## src/rtl/reaction_ctrl.sv

```systemverilog
// Reaction-timer control FSM: debounces Start/React, sequences the datapath state bus
// and flags false starts and timeouts. Define REACTION_ROUNDS_EN to add the `rounds` counter.
`timescale 1ns/1ps

module reaction_ctrl #(
  parameter int DEBOUNCE_MS = 10,
  parameter int TIMEOUT_MS  = 999,
  parameter int DISPLAY_MS  = 5000
) (
  input  logic       Clock,
  input  logic       Resetn,
  input  logic       Start_n,
  input  logic       React_n,
  input  logic       flag,
  output logic [1:0] state,
  output logic       false_start,
  output logic       timeout
`ifdef REACTION_ROUNDS_EN
  ,
  output logic [7:0] rounds
`endif
);

  localparam int              DBW       = (DEBOUNCE_MS > 1) ? $clog2(DEBOUNCE_MS) : 1;
  localparam logic [DBW-1:0]  DB_LAST   = DBW'(DEBOUNCE_MS - 1);
  localparam logic [9:0]      T_LAST    = 10'(TIMEOUT_MS - 1);
  localparam logic [15:0]     D_LAST    = 16'(DISPLAY_MS - 1);
  localparam bit              DISP_AUTO = (DISPLAY_MS != 0);

  typedef enum logic [1:0] {
    S_IDLE    = 2'd0,
    S_DELAY   = 2'd1,
    S_TIMING  = 2'd2,
    S_DISPLAY = 2'd3
  } state_t;

  // Bit 0 is Start, bit 1 is React; both are active-high "pressed" after inversion.
  logic [1:0] raw_press;
  logic [1:0] press_evt;

  assign raw_press = {~React_n, ~Start_n};

  generate
    for (genvar gi = 0; gi < 2; gi++) begin : g_btn
      logic           sync1_q;
      logic           sync2_q;
      logic           deb_q;
      logic           deb_d;
      logic [DBW-1:0] cnt_q;
      logic [DBW-1:0] cnt_d;
      logic           evt_q;

      always_comb begin
        deb_d = deb_q;
        cnt_d = '0;
        if (sync2_q != deb_q) begin
          if (cnt_q == DB_LAST) begin
            deb_d = sync2_q;
          end else begin
            cnt_d = cnt_q + DBW'(1);
          end
        end
      end

      always_ff @(posedge Clock) begin
        if (!Resetn) begin
          sync1_q <= 1'b0;
          sync2_q <= 1'b0;
          deb_q   <= 1'b0;
          cnt_q   <= '0;
          evt_q   <= 1'b0;
        end else begin
          sync1_q <= raw_press[gi];
          sync2_q <= sync1_q;
          deb_q   <= deb_d;
          cnt_q   <= cnt_d;
          // Pulse on the same edge the debounced value rises, so the FSM sees it one edge later.
          evt_q   <= deb_d & ~deb_q;
        end
      end

      assign press_evt[gi] = evt_q;
    end
  endgenerate

  logic start_evt;
  logic react_evt;

  assign start_evt = press_evt[0];
  assign react_evt = press_evt[1];

  state_t      state_q;
  logic [9:0]  t_cnt_q;
  logic [15:0] hold_q;
  logic        false_start_q;
  logic        timeout_q;
`ifdef REACTION_ROUNDS_EN
  logic [7:0]  rounds_q;
`endif

  always_ff @(posedge Clock) begin
    if (!Resetn) begin
      state_q       <= S_IDLE;
      t_cnt_q       <= '0;
      hold_q        <= '0;
      false_start_q <= 1'b0;
      timeout_q     <= 1'b0;
`ifdef REACTION_ROUNDS_EN
      rounds_q      <= '0;
`endif
    end else begin
      case (state_q)
        S_IDLE: begin
          if (start_evt) begin
            state_q       <= S_DELAY;
            false_start_q <= 1'b0;
            timeout_q     <= 1'b0;
          end
        end
        S_DELAY: begin
          // React beats flag: a press during the random delay is always a false start.
          if (react_evt) begin
            state_q       <= S_DISPLAY;
            false_start_q <= 1'b1;
            hold_q        <= '0;
          end else if (flag) begin
            state_q <= S_TIMING;
            t_cnt_q <= '0;
          end
        end
        S_TIMING: begin
          t_cnt_q <= t_cnt_q + 10'd1;
          if (react_evt) begin
            state_q <= S_DISPLAY;
            hold_q  <= '0;
`ifdef REACTION_ROUNDS_EN
            if (rounds_q != 8'hFF) begin
              rounds_q <= rounds_q + 8'd1;
            end
`endif
          end else if (t_cnt_q == T_LAST) begin
            state_q   <= S_DISPLAY;
            timeout_q <= 1'b1;
            hold_q    <= '0;
          end
        end
        S_DISPLAY: begin
          hold_q <= hold_q + 16'd1;
          if (start_evt) begin
            state_q <= S_IDLE;
          end else if (DISP_AUTO && (hold_q == D_LAST)) begin
            state_q <= S_IDLE;
          end
        end
        default: begin
          state_q <= S_IDLE;
        end
      endcase
    end
  end

  assign state       = state_q;
  assign false_start = false_start_q;
  assign timeout     = timeout_q;
`ifdef REACTION_ROUNDS_EN
  assign rounds      = rounds_q;
`endif

endmodule

```

## config.mk

```make
export PLATFORM = sky130hd
export DESIGN_NAME = reaction_ctrl
export DESIGN_NICKNAME = d
export VERILOG_FILES = /design/src/rtl/reaction_ctrl.sv
export SDC_FILE = /design/constraint.sdc
export NUM_CORES = 1
export LEC_CHECK = 0
export CAP_MARGIN = 40
export CORE_MARGIN = 2
export CORE_UTILIZATION = 50
export DETAILED_ROUTE_END_ITERATION = 8
export GPL_TIMING_DRIVEN = 0
export PLACE_DENSITY = 0.7
export SLEW_MARGIN = 25
export SYNTH_ARGS = -nofsm -noshare
export SYNTH_HDL_FRONTEND = slang
export SYNTH_SLANG_ARGS = --single-unit
```

## constraint.sdc

```tcl
create_clock -name Clock -period 4.6 [get_ports Clock]
set_input_delay 0.92 -clock Clock [delete_from_list [all_inputs] [get_ports Clock]]
set_output_delay 0.92 -clock Clock [all_outputs]
set_load 0.05 [all_outputs]
```

# Word level (Yosys, flattened, before mapping)
# Cells that the tools add are included.
dict set report word_totals {
  register_bits 46
  output_inout_bits 4
  elab_cells 83
  input_bits 5
}
dict set report op_classes {
  n_addsub 4
  bitwise_logic 9
  eq_ne 18
  mux 25
  reduce_logical 12
}
# operator n
set ops {}
lappend ops {{two-way mux 16 bit} 3}
lappend ops {{one-hot mux 16 bit (3 select lines)} 1}
lappend ops {{two-way mux 10 bit} 2}
lappend ops {{one-hot mux 10 bit (2 select lines)} 1}
lappend ops {{adder 16 x 1 -> 16 bit (second input constant)} 1}
lappend ops {{equality test 16 x 13 -> 1 bit (second input constant)} 1}
lappend ops {{two-way mux 2 bit} 7}
lappend ops {{inequality test 2 bit (second input constant)} 6}
lappend ops {{adder 10 x 1 -> 10 bit (second input constant)} 1}
lappend ops {{equality test 10 bit (second input constant)} 1}
lappend ops {{inequality test 3 bit (second input constant)} 3}
lappend ops {{AND reduction 3 bit} 3}
lappend ops {{adder 4 x 1 -> 4 bit (second input constant)} 2}
lappend ops {{equality test 4 bit (second input constant)} 2}
lappend ops {{two-way mux 1 bit} 8}
lappend ops {{one-hot mux 2 bit (4 select lines)} 1}
lappend ops {{AND reduction 4 bit} 2}
lappend ops {{inverter 1 bit} 7}
lappend ops {{nonzero test 2 bit} 3}
lappend ops {{OR reduction 3 bit} 2}
lappend ops {{equality test 2 bit (second input constant)} 2}
lappend ops {{one-hot mux 1 bit (2 select lines)} 2}
lappend ops {{nonzero test 3 bit} 1}
lappend ops {{AND 1 bit} 2}
lappend ops {{other kinds (3)} 4}

# Longest topological paths before layout
# Gate-level depths: netlist of run 1.
dict set report logic_depth {
  word_depth 4
  mapped_depth 8
  mapped_depth_nobuf 7
}

# Worst setup path after synthesis of run 1
# No wires, ideal clock.
dict set report synth_timing {
  path_type {register -> register}
  from {reg state_q[1] (netlist: state[1])}
  to {reg hold_q[11]}
  slack_ns 2.352
  arrival_ns 2.179
  synth_period_minus_slack_ns 2.248
  n_path_buf 1
  stages_incl_launch_ff 9
  required_ns 4.531
  setup_time_ns 0.069
  path_cell_list {dfxtp_1 > inv_1 > ha_1 > nor2_1 > and4_1 > o21ai_1 > buf_2 > or4_1 > o21ai_1}
}
dict set report synth_via {
  elab_chain_len 3
  word_cells_on_any_way 8
  cone_classes {5 x eq/ne; 1 x mux; 2 x reduce/logical}
}
# element line_no
set synth_rtl {}
lappend synth_rtl {{start: declaration} 92} ;# state_t state_q;
lappend synth_rtl {{start signal: assignment} 103} ;# state_q <= S_IDLE;
lappend synth_rtl {{start signal: assignment} 115} ;# state_q <= S_DELAY;
lappend synth_rtl {{start signal: assignment} 123} ;# state_q <= S_DISPLAY;
lappend synth_rtl {{equality test 2 bit / equality test 2 x 1 -> 1 bit (equally long branches)} 112} ;# case (state_q)
lappend synth_rtl {{inequality test 3 bit (no source line) (tied with other cells)} -}
lappend synth_rtl {{AND reduction 3 bit (no source line)} -}
lappend synth_rtl {{end signal: assignment} 148} ;# hold_q <= hold_q + 16'd1;
lappend synth_rtl {{end: declaration} 94} ;# logic [15:0] hold_q;
# Several ways; a longest one is shown, not always the timed one.
# A chain may end at the register's enable or synchronous reset.

# Worst setup path after layout of run 1
dict set report layout_timing {
  from {reg state_q[1] (netlist: state[1])}
  to {out state[1]}
}
# element line_no
set layout_lines {}
lappend layout_lines {{end: declaration} 15} ;# output logic [1:0] state,
# No word-level cell between the ends.

==> flow_summary_export.csv, run 1 <==
group,metric,value,unit
global_routing,gr-total-overflow,0,
sta,slew_viol_final,0,
sta,final-hold-violation-count,0,
sta,tightest_slew,0.7036,ns
clocking,clock_path_buffers,2,
detailed_routing,routed_wl,4.443,mm
global_routing,grt_pass1_vias,1744,
global_routing,grt_antenna_before_repair,0,
critical_path,cp_cell_sequence,"clkdlybuf4s50_1",
flow_run,maxCapViolCount,0,
synth,synthCells,261,
power_and_ir_drop,max-vdd-ir-drop,0.2295,mV
synth,netlist_area,2231,µm²
sta,fin_crit_sh,54.09,%
power_and_ir_drop,p_switching,0.0001736,W
critical_path,crit_buf_inv,1,
floorplanning,die_w,70.80,µm
critical_path,worstSetupPathType,"flip-flop to output pin",
detailed_routing,remaining_drc_errors,0,
clocking,postCtsHoldBufs,0,
clocking,clock_latency,0.31,ns
power_and_ir_drop,power_frac_seq,53.7,%
clocking,clk_pin_slew,0.08,ns
synth,synthDistinctLibCells,48,
power_and_ir_drop,leakage,0.9137,nW
synth,ys_ff_latch,46,
power_and_ir_drop,pwr-share-comb,6.2,%
clocking,cts_htree_levels,2,
sta,clock.fmax,401.9,MHz
critical_path,slowest_delay,0.84,ns
detailed_routing,wire_per_inst,13.55,µm
place,portBuffers,7,
place,place_inst,320,
detailed_routing,vias,1860,
synth,avgSynthCellArea,8.547,µm²
critical_path,crit_path_start_kind,"flip-flop",
critical_path,arrival,1.57,ns
synth,synthTopCellsByCount,"dfxtp_1 (46), nor2_1 (30), nand2_1 (17)",
detailed_routing,first_pass_iters,4,
global_routing,grt_max_degree,15,
synth,synth_seq_area_share,41.28,%
final_layout,antenna_cells,0,
sta,worst_slack,2.112,ns
floorplanning,initial_core_util,51.59,%
clocking,cts_tree,"done",
sta,setup_tns,0,ns
global_routing,grt_pass1_wl,7.665,mm
detailed_routing,initialDrtViolationCount,129,
run_status,outcome,"finished clean",
final_layout,nNetsFinal,292,
floorplanning,num_rows,24,
synth,synth_fp_nets,278,
clocking,cts.sinks,46,
final_layout,drive_gt1_share,4.710,%
synth,synth.area.top_cells,"dfxtp_1 (41%), ha_1 (6.7%), nor2_1 (5.0%), xor2_1 (3.5%), a21oi_1 (3.4%)",
floorplanning,design.core.area,4324,µm²
place,gp_congestion,0.8392,
place,hpwlAfterDp,3.056,mm
sta,fin_skew,0.01108,ns
clocking,post_cts_buffers,0,
power_and_ir_drop,clkPwrFrac,40.1,%
final_layout,syn_to_final_growth,10.99,%
final_layout,stdcell_count,328,
synth,synth_area_leader_cell,"dfxtp_1",
power_and_ir_drop,p_per_area,304.0,nW/µm²
synth,yosysMostFrequentCell,"dfxtp_1",
floorplanning,boundaryPins,9,
critical_path,cp-end-kind,"output pin",
min_path,hp-class,"flip-flop to flip-flop",
power_and_ir_drop,switching_share,23.06,%
critical_path,crit_family,"buffers and inverters",
synth,synth_enable_flop_cells,0,
sta,fin_crit,2.488,ns
clocking,root_buffer,"clkbuf_8",
clocking,cts_made_buffers,5,
detailed_routing,viasPerCell,5.671,
critical_path,cpMaxStageDelayCell,"clkdlybuf4s50_1",
synth,synthFlopType,"dfxtp_1",
place,pre_cts_ws,2.075,ns
global_routing,gr-usage-all-layers,18.98,%
sta,worst_hold_slack,0.4383,ns
floorplanning,die_y,70.80,µm
detailed_routing,final_antenna_net_count,0,
synth,yosysWarningCount,0,
floorplanning,die_area,5012,µm²
sta,rsz0062_at_grt,"false",
sta,max_slew_margin,52.73,%
synth,async_flop_share,0,%
critical_path,cp_max_fo,6,
clocking,cts_resized,0,
final_layout,nFillCells,405,
final_layout,finish.utilization,57.26,%
synth,yosysTopAreaCellShare,41.28,%
power_and_ir_drop,power.internal,0.0005792,W
sta,finalSetupViolCount,0,
critical_path,required,3.68,ns
[layout by cell type (no fill, tap or decap), types with 3 or more instances in the layout]
cell type         n
dfxtp_1          46
nor2_1           30
nand2_1          17
a21oi_1          15
o21ai_1          14
nand3_1          12
ha_1             12
clkbuf_1          9
xor2_1            9
and2_1            9
inv_1             8
nor3_1            8
nand4_1           7
clkdlybuf4s50_1   7
o21ai_0           5
clkbuf_8          5
nand2b_1          4
xnor2_1           4
and3_1            4
or4_1             4
nor2b_1           3
or3_1             3
mux2i_1           3
[routing by layer]
layer / wire length [µm] / part of all wire (%) / vias up / GRT usage (%)
met5: 0 / 0 / - / 0
met4: 42 / 0.95 / 0 / 6.289
met3: 232 / 5.2 / 4 / 5.128
met2: 2019 / 45 / 49 / 31.26
met1: 2149 / 48 / 861 / 24.20
li1: - / - / 946 / -
[kinds of logic (layout without fill, tap and decap cells)]
family	count (synthesis)	count (layout)	synth area share (%)
and+or+nand+nor	117	117	28.16
AOI/OAI and AO/OA	50	50	13.57
DFF	46	46	41.28
buffers and inverters	19	34	3.309
xor gates and xnor gates	13	13	5.104
adders and majority gates	12	12	6.730
muxes	4	4	1.851
[through the flow]
stage / power, W / instance area [µm²]
5_1_grt: 0.0007761 / 2476
2_1_floorplan: 0.0004453 / 2231
6_report: 0.0007527 / 2476
3_5_place_dp: 0.0004600 / 2366
4_1_cts: 0.0007570 / 2476
3_3_place_gp: 0.0004593 / 2366
[worst paths after layout]
check	start	to	slack, ns	cells after the start
setup / recovery	state[1]	state[1]	2.11	1
setup reg to reg	state[1]	hold_q[8]	2.45	8
hold / removal	g_btn[1].sync1_q	g_btn[1].sync2_q	0.44	1
hold reg to reg	g_btn[1].sync1_q	g_btn[1].sync2_q	0.44	1
[registers in the layout (all words and copies together) (netlist names)]
signal	count
t_cnt_q	10
g_btn.sync1_q	2
false_start	1
state	2
g_btn.cnt_q	8
g_btn.sync2_q	2
hold_q	16
timeout	1
g_btn.deb_q	2
g_btn.evt_q	2
[final cells by class]
type	count	area, µm²	area share [%]
Tap cell	52	65.06	2.628
Sequential cell	46	920.9	37.19
Buffer	10	40.04	1.617
Clock buffer	6	72.57	2.931
Inverter	9	33.78	1.364
Multi-Input combinational cell	196	1236	49.92
Timing Repair Buffer	7	70.07	2.830
Clock inverter	2	37.54	1.516
[power groups by stage]
stage | sequential (W) | combinational [W] | clock [W]
global placement | 0.000414 | 0.0000457 | 0
floorplan | 0.000416 | 0.0000290 | 0
CTS | 0.000404 | 0.0000464 | 0.000306
global route | 0.000405 | 0.0000515 | 0.000320
finish | 0.000404 | 0.0000464 | 0.000302
detailed placement | 0.000414 | 0.0000464 | 0
Power figures use the tool's default switching activity.
==> run 2: changes to the inputs <==
==> constraint.sdc (replaced) <==
create_clock -name Clock -period 2.3 [get_ports Clock]
set_input_delay 0.46 -clock Clock [delete_from_list [all_inputs] [get_ports Clock]]
set_output_delay 0.46 -clock Clock [all_outputs]
set_load 0.05 [all_outputs]
==> results of run 2 <==
The final DEF is identical to that of run 1. Status: finished clean.
Main changes from that run: setup slack after placement 2.075 ns -> 0.1685 ns; clock-pin slew on the worst setup and hold paths 0.08 ns -> 0.09 ns; setup slack after layout 2.112 ns -> 0.1454 ns; end point of the critical path state[1] -> hold_q[8]; register-to-register setup slack 2.45 ns -> 0.15 ns; total power 0.0007527 W -> 0.001505 W; worst IR drop on VDD 0.2295 mV -> 0.4589 mV
==> run 3: changes to the inputs <==
--- a/config.mk
+++ b/config.mk
@@ -6,6 +6,7 @@
 export NUM_CORES = 1
 export LEC_CHECK = 0
 export CAP_MARGIN = 40
+export CORE_ASPECT_RATIO = 0.7
 export CORE_MARGIN = 2
 export CORE_UTILIZATION = 50
 export DETAILED_ROUTE_END_ITERATION = 8
==> constraint.sdc (replaced) <==
create_clock -name Clock -period 2.6 [get_ports Clock]
set_input_delay 0.52 -clock Clock [delete_from_list [all_inputs] [get_ports Clock]]
set_output_delay 0.52 -clock Clock [all_outputs]
set_load 0.05 [all_outputs]
==> run 3 against run 2 <==
Via count decreased by 1.1%. Final cell count rose by 0.61%. Sequential share of layout area rose by 0.42 points. Combinational power decreased by 10%. Worst hold slack hardly changed. Clock power decreased by 32%. Clock-buffer cell count is 1 lower. Critical endpoint unchanged. Highest routed layer unchanged.
==> flow_summary_export.csv, run 3 (same netlist as run 1, synthesis figures left out) <==
group,metric,value,unit
power_and_ir_drop,max-vdd-ir-drop,0.3573,mV
sta,slew_viol_final,0,
final_layout,multi_input_area,1236,µm²
sta,rsz0062_at_grt,"false",
clocking,cts_resized,0,
final_layout,drive_gt1_share,4.727,%
global_routing,gr-total-overflow,0,
detailed_routing,routed_wl,4.603,mm
global_routing,grt_pass1_vias,1661,
critical_path,required,2.84,ns
final_layout,layout.cells.most_common,"dfxtp_1",
global_routing,gr-usage-all-layers,20.08,%
power_and_ir_drop,leakage,0.9061,nW
detailed_routing,wl_met2,1.857,mm
sta,fin_crit_sh,82.62,%
final_layout,antenna_cells,0,
final_layout,largest_reg_flops,16,
critical_path,worstSetupPathType,"flip-flop to flip-flop",
floorplanning,boundaryPins,9,
clocking,postCtsHoldBufs,0,
detailed_routing,initialDrtViolationCount,113,
final_layout,regMostFlops,"hold_q",
final_layout,nNetsFinal,292,
global_routing,grt_pass1_wl,7.845,mm
sta,finalSetupViolCount,0,
detailed_routing,met3WireLength,303,µm
detailed_routing,viasPerCell,5.573,
detailed_routing,wl_met1,2.393,mm
floorplanning,die_area,5020,µm²
place,portBuffers,7,
final_layout,register_area,920.9,µm²
floorplanning,design.core.area,4304,µm²
detailed_routing,wire_per_inst,13.95,µm
flow_run,maxCapViolCount,0,
clocking,post_cts_buffers,0,
final_layout,syn_to_final_growth,9.759,%
detailed_routing,vias,1839,
detailed_routing,remaining_drc_errors,0,
critical_path,arrival,2.38,ns
floorplanning,num_rows,20,
critical_path,crit_family,"simple AND/OR/NAND/NOR gates",
place,gp_congestion,0.9476,
floorplanning,die_y,59.89,µm
critical_path,cp_max_fo,10,
critical_path,cpMaxStageDelayCell,"or4_1",
clocking,clock_latency,0.30,ns
critical_path,cp_cell_sequence,"inv_1 > ha_1 > nor2_1 > and4_1 > o21ai_1 > buf_2 > or4_1 > o21ai_1",
floorplanning,initial_core_util,51.83,%
critical_path,r2r_slack,0.45,ns
sta,max_slew_margin,52.90,%
clocking,root_buffer,"clkbuf_8",
clocking,cts_made_buffers,5,
global_routing,grt_max_degree,14,
clocking,cts_tree,"done",
critical_path,cp_common_cell,"o21ai_1",
sta,fin_skew,0.007461,ns
critical_path,crit_path_start_kind,"flip-flop",
final_layout,nFillCells,402,
sta,tightest_slew,0.7019,ns
detailed_routing,first_pass_iters,4,
clocking,cts_htree_levels,2,
clocking,cts.sinks,46,
sta,fin_crit,2.148,ns
critical_path,cp-end-kind,"flip-flop",
final_layout,finish.utilization,56.89,%
global_routing,grt_antenna_before_repair,0,
sta,final-hold-violation-count,0,
clocking,clock_path_buffers,2,
sta,clock.fmax,465.5,MHz
detailed_routing,final_antenna_net_count,0,
power_and_ir_drop,p_per_area,494.3,nW/µm²
sta,setup_tns,0,ns
place,hpwlAfterDp,3.221,mm
run_status,outcome,"finished clean",
critical_path,crit_buf_inv,2,
detailed_routing,highest-signal-layer,"met4",
clocking,clk_pin_slew,0.09,ns
critical_path,slowest_delay,0.47,ns
floorplanning,die_w,83.84,µm
final_layout,final_cell_mix,"dfxtp_1 (46), nor2_1 (30), nand2_1 (17)",
final_layout,largestRegisters,"hold_q x16, t_cnt_q x10, g_btn.cnt_q x8",
min_path,hp-class,"flip-flop to flip-flop",
==> run 3: where the power goes <==
part / switching [W] / leakage, nW / internal (W)
registers: 0.00000533 / 0.371 / 0.000710
logic: 0.0000553 / 0.491 / 0.0000278
clock network: 0.000231 / 0.0438 / 0.000181
total: 0.000292 / 0.906 / 0.000919
==> run 3: worst paths after layout <==
kind,from,end,cells after the start
worst max-delay path,state[1],hold_q[8],8
worst min-delay path,g_btn[1].sync1_q,g_btn[1].sync2_q,1
worst max register to register,state[1],hold_q[8],8
worst min register to register,g_btn[1].sync1_q,g_btn[1].sync2_q,1
==> run 3: through the flow <==
step,setup slack (ns),hold slack (ns),instance area (µm²),total power [W],instances
floorplan,0.3519,0.4119,2231,0.0007878,261
global placement,0.5186,0.4153,2370,0.0008128,323
detailed placement,0.4909,0.4241,2370,0.0008140,323
CTS,0.4630,0.4436,2449,0.001228,330
global route,0.2839,0.4601,2449,0.001267,330
finish,0.4518,0.4379,2449,0.001210,330
==> run 3: cell type report <==
cell class                      instances  share of cell area [%]
Buffer                                 10                   1.635
Clock inverter                          2                  0.4088
Sequential cell                        46                   37.61
Multi-Input combinational cell        196                   50.49
Clock buffer                            5                   2.810
Tap cell                               55                   2.810
Timing Repair Buffer                    7                   2.862
Inverter                                9                   1.380
==> run 3: routing by layer <==
metal | up-vias | GRT usage (%)
li1 | 947 | -
met2 | 48 | 30.17
met1 | 836 | 28.96
met4 | 0 | 6.452
met3 | 8 | 4.420
met5 | - | 0
